`src/rtl/opnd_mux_rr.sv`:
```
// Operand mux: N input channels funnelled into one registered output,
// chosen by round-robin (mode 0) or a fixed select (mode 1).
module opnd_mux_rr #(
    parameter int W  = 16,
    parameter int N  = 4,
    parameter int SW = $clog2(N)
) (
    input  logic             clk,
    input  logic             rst,
    input  logic [N*W-1:0]   in_data,
    input  logic [N-1:0]     in_valid,
    output logic [N-1:0]     in_ready,
    input  logic             mode,
    input  logic [SW-1:0]    sel,
    output logic [W-1:0]     out_data,
    output logic [SW-1:0]    out_chan,
    output logic             out_valid,
    input  logic             out_ready
);

    logic [N-1:0][W-1:0] din;
    logic [W-1:0]        data_q, data_d;
    logic [SW-1:0]       chan_q, chan_d;
    logic                vld_q, vld_d;
    logic [SW-1:0]       ptr_q, ptr_d;

    logic                accept;
    logic                gnt_vld;
    logic [SW-1:0]       gnt;
    logic                xfer;

    assign din    = in_data;
    assign accept = ~vld_q | out_ready;

    // Grant never looks at out_ready; accept only gates in_ready.
    always_comb begin
        int idx;
        idx     = 0;
        gnt     = '0;
        gnt_vld = 1'b0;
        if (!mode) begin
            for (int k = 0; k < N; k++) begin
                idx = int'(ptr_q) + k;
                if (idx >= N) idx = idx - N;
                if (!gnt_vld && in_valid[idx]) begin
                    gnt_vld = 1'b1;
                    gnt     = SW'(idx);
                end
            end
        end else if (int'(sel) < N) begin
            if (in_valid[sel]) begin
                gnt_vld = 1'b1;
                gnt     = sel;
            end
        end
    end

    always_comb begin
        in_ready = '0;
        if (!rst && gnt_vld) in_ready[gnt] = accept;
    end

    assign xfer = |(in_valid & in_ready);

    always_comb begin
        data_d = data_q;
        chan_d = chan_q;
        vld_d  = vld_q;
        ptr_d  = ptr_q;
        if (xfer) begin
            data_d = din[gnt];
            chan_d = gnt;
            vld_d  = 1'b1;
            if (!mode) ptr_d = (gnt == SW'(N - 1)) ? '0 : gnt + 1'b1;
        end else if (accept) begin
            vld_d = 1'b0;
        end
    end

    always_ff @(posedge clk) begin
        if (rst) begin
            data_q <= '0;
            chan_q <= '0;
            vld_q  <= 1'b0;
            ptr_q  <= '0;
        end else begin
            data_q <= data_d;
            chan_q <= chan_d;
            vld_q  <= vld_d;
            ptr_q  <= ptr_d;
        end
    end

    assign out_data  = data_q;
    assign out_chan  = chan_q;
    assign out_valid = vld_q;

endmodule

```
`config.mk`:
```
export PLATFORM = sky130hd
export DESIGN_NAME = opnd_mux_rr
export DESIGN_NICKNAME = d
export VERILOG_FILES = /design/src/rtl/opnd_mux_rr.sv
export SDC_FILE = /design/constraint.sdc
export NUM_CORES = 1
export LEC_CHECK = 0
export BUFFER_PORTS_ARGS = -buffer_cell sky130_fd_sc_hd__buf_2
export CORE_MARGIN = 2
export CORE_UTILIZATION = 43
export DETAILED_ROUTE_END_ITERATION = 10
export PLACE_DENSITY = 0.83
export SLEW_MARGIN = 10
export SYNTH_ARGS = -nofsm -noshare
export SYNTH_HDL_FRONTEND = slang
export SYNTH_SLANG_ARGS = --single-unit
```
`constraint.sdc`:
```
create_clock -name clk -period 3.2 [get_ports clk]
set_input_delay 0.48 -clock clk [delete_from_list [all_inputs] [get_ports clk]]
set_output_delay 0.48 -clock clk [all_outputs]
set_load 0.01 [all_outputs]
```
==> flow_metrics.py, run 1 <==
metrics = {
    "clocking": {
        "cts-buffers-inserted": 3,
        "number_of_cells_upsized_or_downsized_after_cts": 0,
        "clkSlewWorstSetupHoldPaths_ns": 0.11,
        "cts-root-to-sink-buffers": 2,
        "count_of_hold_buffers_inserted_by_post_cts_repair": 0,
        "tritoncts": "done",
        "clkSinkCount": 21,
        "clock_insertion_delay_worst_skew_ns": 0.30,
        "cts.htree.levels": 1,
        "cts_root_buffer": "clkbuf_4",
        "post_cts_setup_repair_buffer_count": 0,
    },
    "sta": {
        "worst-slew-pin-transition_ns": 0.572,
        "setup-tns-final_ns": 0,
        "fmax_mhz": 375,
        "final_max_slew_viol_count": 0,
        "final.period_utilization": 0.833,
        "finClkSkew_ns": 0.00158,
        "final_setup_violating_endpoints": 0,
        "final_critical_delay_including_setup_and_external_delays_ns": 2.67,
        "worst_case_headroom_to_the_max_slew_limit": 0.619,
        "timing_hold_violations_final": 0,
        "setup_slack_ns": 0.534,
        "rsz0062_at_grt": "false",
    },
    "yosys": {
        "synth_top_cells_by_area": "dfxtp_1 27%, mux2i_1 23%, mux2_2 12%",
        "synth.distinct_cells": 35,
        "synthDominantAreaCellType": "dfxtp_1",
        "synthesized_instance_count": 158,
        "synth.ff_latch_count": 21,
        "syn-num-nets": 233,
        "synth.cell_area_um2": 1540,
        "asyncSetResetFlopFracSynth": 0,
        "yosysTopAreaCellShare": 0.273,
        "syn-mean-instance-area_um2": 9.76,
        "synth-seq-area-share": 0.273,
        "ys.warnings.count": 0,
        "ys.flop_type": "dfxtp_1",
        "synth_edf_count": 0,
    },
    "worst_setup_path": {
        "cp_peak_stage_delay_ns": 0.42,
        "setup.worst_path.start_class": "flop",
        "worst-path-stages": 6,
        "crit-reg2reg-launch": "ptr_q[0]",
        "reg2reg_depth": 9,
        "critical_path.cell_chain": "and2b_1 -> a311oi_1 -> o32ai_4 -> buf_4 -> nor3b_1 -> buf_2",
        "timing.setup.critical_path_class": "reg2out",
        "crit_slowest_cell": "a311oi_1",
        "r2r_setup_slack_ns": 0.75,
        "cp_num_buf_inv": 2,
        "cp_data_arrival_time_ns": 2.19,
        "end_kind": "output pin",
        "cp.required_ns": 2.72,
        "setup.worst_path.end": "in_ready[1]",
        "worstSetupStartpoint": "ptr_q[0]",
        "critPathMaxFanout": 38,
        "cp_top_family": "compound AO/OA/AOI/OAI gates",
        "worstReg2RegEnd": "out_data[2]",
    },
    "drt": {
        "via_per_inst": 5.16,
        "wire_per_inst_um": 12.6,
        "drt_drc_violations_left": 0,
        "vias": 1526,
        "drtAntennaViolNets": 0,
        "dr.first_iter.drc_count": 58,
        "drt_wl_total_um": 3730,
        "length_of_the_first_detailed_routing_pass_in_iterations": 4,
    },
    "place": {
        "port-buffer-count": 96,
        "place.gp.congestion": 0.776,
        "dp_slack_ns": 0.468,
        "detailed_placement_wirelength_estimate_um": 2910,
    },
    "power": {
        "power.switching_fraction": 0.325,
        "net-switching-power_mw": 0.237,
        "power_report.internal_total_mw": 0.492,
        "p_leak_nw": 0.952,
        "post-layout-total-power_mw": 0.728,
        "combPwrFrac": 0.400,
        "clock_power_share": 0.171,
        "power.density_nw_per_um2": 356,
        "power.sequential.fraction": 0.429,
        "max-vdd-ir-drop_uv": 271,
    },
    "global_route": {
        "grt-ovfl-total": 0,
        "grt.total_usage": 0.195,
        "grt_max_degree": 39,
        "first_global_vias": 1523,
        "number_of_antenna_violations_at_the_first_check_in_global_routing": 0,
        "grt_pass1_wl_um": 6500,
    },
    "die": {
        "effective_utilization_at_floorplan": 0.455,
        "floorplan.die.width_um": 63.9,
        "rows": 21,
        "core-area_um2": 3390,
        "die_h_um": 63.9,
        "i_o_pin_total": 97,
        "die-area_um2": 4080,
    },
    "final_layout": {
        "area_growth_syn_to_layout_pct": 32.7,
        "antenna_cells": 0,
        "fill_cells": 314,
        "fin_util": 0.604,
        "total_number_of_nets_in_the_final_design": 326,
        "layout-drive-gt1-share": 0.516,
    },
    "worst_hold_path": {
        "hold_path_class": "reg2reg",
    },
    "status": {
        "run_status": "complete, no violations",
    },
    "job": {
        "cap_violations": 0,
    },
}
cells in the final DEF (no fill, tap or decap), types with 2 or more instances in the layout:
cell type | netlist | final
or2b_1 | 2 | 2
clkbuf_4 | 0 | 3
o21ai_2 | 6 | 6
o21ai_1 | 12 | 12
a21oi_1 | 5 | 5
buf_2 | 1 | 96
nor2_1 | 7 | 7
nand3b_1 | 17 | 17
inv_1 | 4 | 4
mux2i_1 | 35 | 35
buf_4 | 1 | 3
mux2_2 | 16 | 16
nand2_1 | 3 | 3
nor3_1 | 3 | 3
dfxtp_1 | 21 | 21
per-stage QoR:
step	hold WS, ns	instance area, um^2	std cells
2_1_floorplan	0.485	1540	158
3_3_place_gp	0.460	2020	292
3_5_place_dp	0.464	2020	292
4_1_cts	0.483	2050	296
5_1_grt	0.497	2050	296
6_report	0.480	2050	296
final cells by class:
cell class | instances | area [um^2] | area share
clock buffer | 3 | 22.5 | 0.0110
timing repair buffer | 99 | 503 | 0.246
multi-input combinational | 122 | 1020 | 0.500
clock inverter | 1 | 5.00 | 0.00245
sequential | 21 | 420 | 0.206
tap | 46 | 57.6 | 0.0281
inverter | 4 | 15.0 | 0.00734
cells by family (layout without fill, tap and decap cells):
group / Yosys count / count (layout) / synth area share
buffers and inverters: 15 / 107 / 0.0714
and+or+nand+nor: 38 / 38 / 0.153
muxes: 51 / 51 / 0.344
DFF: 21 / 21 / 0.273
AOI/OAI and AO/OA: 32 / 32 / 0.151
adders and majority gates: 1 / 1 / 0.00812
worst min-delay path by stage:
stage | to | from | depth (start not counted) | slack [ns]
6_report | out_data[15] | out_data[15] | 2 | 0.48
5_1_grt | out_data[15] | out_data[15] | 2 | 0.50
4_1_cts | out_data[15] | out_data[15] | 2 | 0.48
3_5_place_dp | out_data[15] | out_data[15] | 2 | 0.46
3_3_place_gp | out_data[12] | out_data[12] | 2 | 0.46
2_1_floorplan | ptr_q[0] | ptr_q[0] | 2 | 0.48
power by group through the flow:
stage               logic [mW]  registers [mW]  clock network (mW)
CTS                      0.296           0.312               0.132
global route             0.324           0.317               0.140
detailed placement       0.295           0.317                   0
floorplan                0.182           0.332                   0
finish                   0.292           0.312               0.124
global placement         0.287           0.318                   0
worst min-delay path, cell delays in order, from the launching register on:
cell      delay [ns]
dfxtp_1         0.32
nand3b_1        0.07
o21ai_1         0.06
layer usage:
| metal | vias up | track usage | wire (um) |
|---|---|---|---|
| met3 | 4 | 0.0493 | 299 |
| met2 | 58 | 0.370 | 1900 |
| met1 | 695 | 0.213 | 1470 |
| met4 | 0 | 0.0489 | 54 |
| met5 | - | 0 | 0 |
| li1 | 769 | - | - |
registers in the layout (all words and copies together) (netlist names):
name       flops
out_chan       2
ptr_q          2
out_valid      1
out_data      16
Yosys cell counts (3+ instances only):
library cell / count
mux2i_1: 35
clkbuf_1: 3
o21ai_1: 12
a21oi_1: 5
nand3b_1: 17
o21ai_2: 6
nand2_1: 3
nor3_1: 3
dfxtp_1: 21
inv_1: 4
mux2_2: 16
nor2_1: 7
Power figures use the tool's default switching activity.
==> inputs of run 2 (changes only) <==
--- a/config.mk
+++ b/config.mk
@@ -7,9 +7,9 @@
 export LEC_CHECK = 0
 export BUFFER_PORTS_ARGS = -buffer_cell sky130_fd_sc_hd__buf_2
 export CORE_MARGIN = 2
-export CORE_UTILIZATION = 43
+export CORE_UTILIZATION = 39
 export DETAILED_ROUTE_END_ITERATION = 10
-export PLACE_DENSITY = 0.83
+export PLACE_DENSITY = 0.79
 export SLEW_MARGIN = 10
 export SYNTH_ARGS = -nofsm -noshare
 export SYNTH_HDL_FRONTEND = slang
==> constraint.sdc (replaced) <==
create_clock -name clk -period 2.4 [get_ports clk]
set_input_delay 0.36 -clock clk [delete_from_list [all_inputs] [get_ports clk]]
set_output_delay 0.36 -clock clk [all_outputs]
set_load 0.01 [all_outputs]
==> flow_metrics.py, run 2 (synthesis results as in run 1) <==
metrics = {
    "global_route": {
        "grt_pass1_wl_um": 6260,
        "first_global_vias": 1465,
        "number_of_antenna_violations_at_the_first_check_in_global_routing": 0,
        "grt.total_usage": 0.181,
        "grt-ovfl-total": 0,
        "grt_max_degree": 24,
    },
    "drt": {
        "met2_wirelength_um": 1860,
        "drt_drc_violations_left": 0,
        "drt_wl_total_um": 3780,
        "drtAntennaViolNets": 0,
        "dr.first_iter.drc_count": 93,
        "routedLengthMet1_um": 1650,
        "wire_per_inst_um": 12.5,
        "met3WireLength_um": 240,
        "route.top_layer_used": "met4",
        "via_per_inst": 4.99,
        "vias": 1506,
        "length_of_the_first_detailed_routing_pass_in_iterations": 5,
    },
    "place": {
        "place.gp.congestion": 0.728,
        "dp.cells": 298,
        "detailed_placement_wirelength_estimate_um": 2970,
        "dp_slack_ns": 0.135,
        "port-buffer-count": 96,
    },
    "worst_setup_path": {
        "cp_top_family": "simple AND/OR/NAND/NOR gates",
        "cp_peak_stage_delay_ns": 0.36,
        "critical_path.cell_chain": "or2b_1 -> a21o_1 -> a32o_2 -> buf_4 -> nor2_1 -> and2_1 -> buf_2",
        "cp.required_ns": 2.04,
        "timing.setup.critical_path_class": "reg2out",
        "crit_slowest_cell": "dfxtp_2",
        "cp_data_arrival_time_ns": 1.87,
        "critPathMaxFanout": 10,
        "end_kind": "output pin",
        "setup.worst_path.start_class": "flop",
        "cp_num_buf_inv": 2,
    },
    "job": {
        "cap_violations": 0,
    },
    "die": {
        "die-area_um2": 4470,
        "floorplan.die.width_um": 66.9,
        "rows": 22,
        "i_o_pin_total": 97,
        "die_h_um": 66.9,
        "effective_utilization_at_floorplan": 0.412,
        "core-area_um2": 3740,
    },
    "clocking": {
        "cts-buffers-inserted": 3,
        "clock_insertion_delay_worst_skew_ns": 0.26,
        "cts.htree.levels": 1,
        "clkSlewWorstSetupHoldPaths_ns": 0.07,
        "count_of_hold_buffers_inserted_by_post_cts_repair": 0,
        "post_cts_setup_repair_buffer_count": 0,
        "cts_root_buffer": "clkbuf_8",
        "cts-root-to-sink-buffers": 2,
        "tritoncts": "done",
        "clkSinkCount": 21,
    },
    "sta": {
        "fmax_mhz": 448,
        "setup_slack_ns": 0.168,
        "final_max_slew_viol_count": 0,
        "finClkSkew_ns": 0.00846,
        "timing_hold_violations_final": 0,
        "final_setup_violating_endpoints": 0,
        "setup-tns-final_ns": 0,
        "final_critical_delay_including_setup_and_external_delays_ns": 2.23,
        "worst-slew-pin-transition_ns": 0.378,
        "worst_case_headroom_to_the_max_slew_limit": 0.748,
        "rsz0062_at_grt": "false",
        "final.period_utilization": 0.930,
    },
    "power": {
        "power_report.internal_total_mw": 0.723,
        "net-switching-power_mw": 0.334,
        "power.density_nw_per_um2": 499,
        "clock_power_share": 0.223,
        "power.switching_fraction": 0.316,
        "post-layout-total-power_mw": 1.06,
        "power.sequential.fraction": 0.395,
        "max-vdd-ir-drop_uv": 283,
        "combPwrFrac": 0.382,
        "p_leak_nw": 0.983,
    },
    "final_layout": {
        "fin_util": 0.567,
        "fill_cells": 361,
        "total_number_of_nets_in_the_final_design": 330,
        "finish.cell_count_without_fillers": 302,
        "layout.cells.most_common": "buf_2",
        "area_growth_syn_to_layout_pct": 37.6,
        "layout-drive-gt1-share": 0.535,
        "antenna_cells": 0,
        "flip_flop_count_of_the_largest_register_all_copies_and_words_added": 16,
        "layout_common_cells": "96 x buf_2, 35 x mux2i_1, 19 x dfxtp_1",
    },
    "worst_hold_path": {
        "hold_path_class": "in2reg",
    },
    "status": {
        "run_status": "complete, no violations",
    },
}
run 2: per-layer routing:
layer | track usage | up-vias
met3 | 0.0253 | 2
met1 | 0.204 | 681
met5 | 0 | -
li1 | - | 777
met2 | 0.338 | 46
met4 | 0.0714 | 0
run 2: repair_timing:
action / in CTS / in global routing
setup endpoints to repair: 0 / 3
hold endpoints to repair: 0 / 0
resized for setup: 0 / 3
run 2: worst paths after layout:
path,start,to,slack [ns],cells after the start
worst max-delay path,ptr_q[0],in_ready[2],0.17,7
worst min-delay path,out_ready,out_valid,0.42,4
worst max register to register,ptr_q[0],out_data[9],0.34,9
worst min register to register,out_data[6],out_data[6],0.48,2
run 2: cell type report:
class,count,area [um^2],area share
clock buffer,3,41.3,0.0195
timing repair buffer,103,546,0.257
tap,48,60.1,0.0283
multi-input combinational,122,1030,0.485
clock inverter,1,7.51,0.00354
inverter,4,15.0,0.00708
sequential,21,423,0.199
run 2: worst min-delay path: cells and delay by family:
kind            cells  cell delay (ns)
compound gates      1             0.06
simple gates        1             0.07
buf+inv             2             0.15
run 2: power groups by stage:
stage / Combinational, mW / Clock [mW] / Sequential, mW
finish: 0.403 / 0.236 / 0.418
detailed placement: 0.406 / 0 / 0.424
CTS: 0.407 / 0.245 / 0.417
global placement: 0.397 / 0 / 0.424
global route: 0.445 / 0.258 / 0.423
floorplan: 0.243 / 0 / 0.443
run 2: per-stage QoR:
| step | instance area [um^2] | hold WS, ns |
|---|---|---|
| global placement | 2060 | 0.458 |
| finish | 2120 | 0.422 |
| floorplan | 1540 | 0.485 |
| CTS | 2110 | 0.416 |
| global route | 2120 | 0.465 |
| detailed placement | 2060 | 0.461 |
